[src/rtl/shift_reg_n.sv]
// Multi-mode shift register with a start/busy/done handshake.
// LOAD/CLEAR/NOP take one cycle; shifts and rotates step one position per clock.
module shift_reg_n #(
    parameter int WIDTH = 8,
    parameter int AMT_W = 4
) (
    input  logic             clk,
    input  logic             rst,
    input  logic             start,
    input  logic [2:0]       mode,
    input  logic [WIDTH-1:0] d,
    input  logic [AMT_W-1:0] amount,
    input  logic             ser_in,
    output logic [WIDTH-1:0] q,
    output logic             ser_out,
    output logic             busy,
    output logic             done
);

    localparam logic [2:0] M_LOAD  = 3'd0;
    localparam logic [2:0] M_SHL   = 3'd1;
    localparam logic [2:0] M_SHR   = 3'd2;
    localparam logic [2:0] M_ROL   = 3'd3;
    localparam logic [2:0] M_ROR   = 3'd4;
    localparam logic [2:0] M_ASR   = 3'd5;
    localparam logic [2:0] M_CLEAR = 3'd6;
    localparam logic [2:0] M_NOP   = 3'd7;

    typedef enum logic {
        S_IDLE,
        S_SHIFT
    } state_t;

    state_t           r_state;
    logic [2:0]       r_mode;
    logic [AMT_W-1:0] r_cnt;
    logic [WIDTH-1:0] r_q;
    logic             r_ser_out;
    logic             r_busy;
    logic             r_done;

    logic [WIDTH-1:0] w_shift_q;
    logic             w_shift_out;

    // One-position result for the latched mode
    always_comb begin
        w_shift_q   = r_q;
        w_shift_out = r_ser_out;
        unique case (r_mode)
            M_SHL: begin
                w_shift_q   = {r_q[WIDTH-2:0], ser_in};
                w_shift_out = r_q[WIDTH-1];
            end
            M_SHR: begin
                w_shift_q   = {ser_in, r_q[WIDTH-1:1]};
                w_shift_out = r_q[0];
            end
            M_ROL: begin
                w_shift_q   = {r_q[WIDTH-2:0], r_q[WIDTH-1]};
                w_shift_out = r_q[WIDTH-1];
            end
            M_ROR: begin
                w_shift_q   = {r_q[0], r_q[WIDTH-1:1]};
                w_shift_out = r_q[0];
            end
            M_ASR: begin
                w_shift_q   = {r_q[WIDTH-1], r_q[WIDTH-1:1]};
                w_shift_out = r_q[0];
            end
            default: begin
                w_shift_q   = r_q;
                w_shift_out = r_ser_out;
            end
        endcase
    end

    always_ff @(posedge clk) begin
        if (!rst) begin
            r_state   <= S_IDLE;
            r_mode    <= M_NOP;
            r_cnt     <= '0;
            r_q       <= '0;
            r_ser_out <= 1'b0;
            r_busy    <= 1'b0;
            r_done    <= 1'b0;
        end else begin
            r_done <= 1'b0;
            unique case (r_state)
                S_IDLE: begin
                    if (start) begin
                        unique case (mode)
                            M_LOAD: begin
                                r_q    <= d;
                                r_done <= 1'b1;
                            end
                            M_CLEAR: begin
                                r_q    <= '0;
                                r_done <= 1'b1;
                            end
                            M_NOP: begin
                                r_done <= 1'b1;
                            end
                            default: begin
                                r_mode  <= mode;
                                r_cnt   <= amount;
                                r_busy  <= 1'b1;
                                r_state <= S_SHIFT;
                            end
                        endcase
                    end
                end
                S_SHIFT: begin
                    // A zero count finishes without touching q
                    if (r_cnt == '0) begin
                        r_busy  <= 1'b0;
                        r_done  <= 1'b1;
                        r_state <= S_IDLE;
                    end else begin
                        r_q       <= w_shift_q;
                        r_ser_out <= w_shift_out;
                        r_cnt     <= r_cnt - AMT_W'(1);
                        if (r_cnt == AMT_W'(1)) begin
                            r_busy  <= 1'b0;
                            r_done  <= 1'b1;
                            r_state <= S_IDLE;
                        end
                    end
                end
                default: begin
                    r_state <= S_IDLE;
                    r_busy  <= 1'b0;
                end
            endcase
        end
    end

    assign q       = r_q;
    assign ser_out = r_ser_out;
    assign busy    = r_busy;
    assign done    = r_done;

endmodule

[config.mk]
export PLATFORM = sky130hd
export DESIGN_NAME = shift_reg_n
export DESIGN_NICKNAME = d
export VERILOG_FILES = /design/src/rtl/shift_reg_n.sv
export SDC_FILE = /design/constraint.sdc
export NUM_CORES = 1
export LEC_CHECK = 0
export CORE_MARGIN = 2
export CORE_UTILIZATION = 39
export CTS_CLUSTER_DIAMETER = 40
export DETAILED_ROUTE_END_ITERATION = 6
export PLACE_DENSITY = 0.69
export SLEW_MARGIN = 20
export SYNTH_ARGS = -nofsm -noshare
export SYNTH_HDL_FRONTEND = slang
export SYNTH_SLANG_ARGS = --single-unit
[constraint.sdc]
create_clock -name clk -period 2 [get_ports clk]
set_input_delay 0.4 -clock clk [delete_from_list [all_inputs] [get_ports clk]]
set_output_delay 0.4 -clock clk [all_outputs]
set_load 0.01 [all_outputs]
==> results.md <==
- Status: finished clean
- Initial core utilization: between 40% and 50%
- Req. time, crit path: about 2.2 ns
- CTS root buf: clkbuf_4
- Largest net degree at the start of global routing: 13
- Layout cells sized above 1: about an eighth
- Max_cap viols: 0
- Ys async rst share: 0%
- Antenna violations before repair: 0
- Mux share of post-synthesis cell area: less than 1%
- Crit-path max FO: 7
- Non-Filler Instances: roughly 230
- RSZ-0062 raised after global routing: false
- CP peak stage delay: roughly 0.42 ns
- Min-Delay Path Class: register to register
- Largest family of logic cells by synthesized area: compound AO/OA/AOI/OAI gates
- Clock buffer depth: 2
- Avg WL per Cell: between 10 and 15 µm
- Main flop type after synthesis: dfxtp_1
- Placed Cells: between 200 and 250
- Slew headroom: between 60 and 70%
- Endpoint class of the critical path: register
- Layout fillers: ~280
- Cells after Synth: between 100 and 150
- Post-Synth Simple-Gate Area: 19.2%
- Place WS: -0.0797 ns
- Critical-path cell list: inv_1, ha_1, or3b_4, a32oi_4, nor2_4, o221a_1
- Final Cycle Share: 93.9%
- VDD IR max: approximately 260 µV
- Area Growth Syn to Fin: 32.9%
- DP Wirelength: 2.48 mm
- DR iter-0 viols: between 70 and 80
- Number of global-route vias before repair: roughly 1,200
- H-tree levels: 1
- Vias: ~1,300
- Final setup vio count: 0
- Global route overflow: 0
- Ant. Diodes: 0
- Full die area: roughly 3700 µm²
- Die X: about 61 µm
- Number of hold buffers added after cts: 0
- Adder-cell share of the synthesized area: under 10%
- PwrDens: 639 nW/µm²
- Clk sink count: 19
- Final nets: between 200 and 250
- Area contributors post-synth: dfxtp_1 31%, a21oi_1 6.0%, a211o_1 5.6%, o221a_1 5.4%, nand2_1 4.5%
- Routability cong.: 0.904
- I/O Buffers: 29
- TritonRoute pass-1 iters: 4
- Number of flops mapped to enable cells by yosys: 0
- CTS tree: done
- Worst-margin pin slew: between 0.4 and 0.5 ns
- Largest area contributor in the netlist: dfxtp_1
- WS Path Type: register to register
- Seq/Total Area, Yosys: 30.5%
- GRT Util Overall: between 10% and 20%
- Yosys reg bits: 19
- DR vias/cell: approximately 5.7
- CP Data Arrival Time: about 2.1 ns
- Minimum clock period: 1.88 ns
- # resized after CTS: 0
- CP top delay family: compound AO/OA/AOI/OAI gates
- Startpoint Class: register
- Final WS setup: ~0.12 ns
- Area of the mapped netlist: between 1000 and 1500 µm²
- Buffers & Inverters on Critical Path: 1
- Combined area of the multi-input logic cells: a little under 800 µm²
- Final wirelength: approximately 3.3 mm
- Clock latency on the worst-skew pair: 0.32 ns
- Clock-pin slew on the worst setup and hold paths: approximately 0.12 ns
- Final Max Slew Viols: 0
- Core box area: 3050 µm²
- FP Rows: 20
- I/O pin count: 30
- Fmax: between 500 and 600 MHz
- Setup bufs post-CTS: 0
- Critical path's slowest cell: or3b_4
- Clock Skew: roughly 0.015 ns
- Top-count cell post-synth: dfxtp_1
- Routed Antenna Nets: 0
- Synth cell types: 48
- Height of the die: just over 60 µm
- Yosys Warn Count: 0
- Inserted Clock Buffers: 3
- Synth top cells by count: 19 x dfxtp_1, 15 x a21oi_1, 15 x nand2_1
- LEAKAGE: between 0.5 and 0.6 nW
- Remaining DRCs: 0
- Final Hold Fails: 0
- Post-synth top area share: a little under a third
- FF/Latch Area: between 300 and 400 µm²
- Global-route wire length before repair: between 5 and 6 mm
- Post-Synthesis Net Count: 170
- Synthesized area per cell: between 8 and 9 µm²
- Post-Synth XOR/XNOR Area: less than 1%
- Compound-Gate Fraction of Synth Area: approximately two fifths
==> layer usage <==
layer / vias up / track usage [%] / wire length (µm)
met5: - / 0 / 0
met4: 0 / 8.70 / 80
met3: 7 / 2.13 / 113
met2: 29 / 31.1 / 1570
met1: 614 / 25.2 / 1540
li1: 635 / - / -
==> kinds of logic after synthesis <==
kind of cell    after synthesis
buf+inv                      18
simple gates                 44
xor+xnor                      1
flops                        19
compound gates               64
fa+ha+maj                     2
mux                           1
==> final cells by class <==
cell class	count	area share (%)
repair buffers	40	22.5
flip-flops and latches	19	23.0
well taps	44	3.32
multi-input cells	112	47.7
inverters	8	1.81
clock inverters	1	0.302
clock buffers	3	1.36
==> worst paths after layout <==
path	slack, ns	cells past startpoint	to	start
worst min register to register	0.49	2	r_cnt[1]$_SDFFE_PN0P_	r_cnt[1]$_SDFFE_PN0P_
worst max-delay path	0.12	6	q[1]$_SDFFE_PN0P_	r_cnt[0]$_SDFFE_PN0P_
worst min-delay path	0.49	2	r_cnt[1]$_SDFFE_PN0P_	r_cnt[1]$_SDFFE_PN0P_
worst max register to register	0.12	6	q[1]$_SDFFE_PN0P_	r_cnt[0]$_SDFFE_PN0P_
==> sequential cells by signal (all words and copies together) (netlist names) <==
register	flops
busy	1
done	1
q	8
r_cnt	4
r_mode	3
r_state	1
ser_out	1
==> cell usage in the layout, fill, tap and decap left out, types with 2 or more instances in the layout <==
master            n
or3_1             2
inv_1             7
ha_1              2
o221a_1           6
a211oi_1          2
nor2b_1           2
o211ai_1          3
a211o_1           8
nor2_1            6
dfxtp_1          19
clkbuf_4          3
o32ai_1           2
nand2b_1          2
clkdlybuf4s50_1  29
buf_4            11
nand2_1          15
o21ai_0          10
a21oi_1          15
nand3_1           7
a31oi_1           2
==> worst min-delay path, stage by stage (launching register included) <==
cell and delay, ns:
dfxtp_1 0.34, nand2_1 0.06, a21oi_1 0.05
==> power by group <==
part | internal [mW] | total [mW] | switching [mW]
registers | 0.418 | 0.465 | 0.0479
logic | 0.199 | 0.383 | 0.184
clock network | 0.0750 | 0.210 | 0.135
==> through the flow <==
step | cell area (µm²) | utilization [%] | setup TNS, ns | power [mW] | hold slack [ns]
after global placement | 1630 | 53.4 | -0.0668 | 0.846 | 0.457
after global routing | 1660 | 54.3 | 0 | 1.12 | 0.547
after CTS | 1660 | 54.3 | 0 | 1.06 | 0.482
after floorplan | 1250 | - | 0 | 0.695 | 0.441
after detailed placement | 1630 | 53.4 | -0.288 | 0.854 | 0.466
final | 1660 | 54.3 | 0 | 1.06 | 0.487
Note: power is estimated with default switching activity, not from simulation.
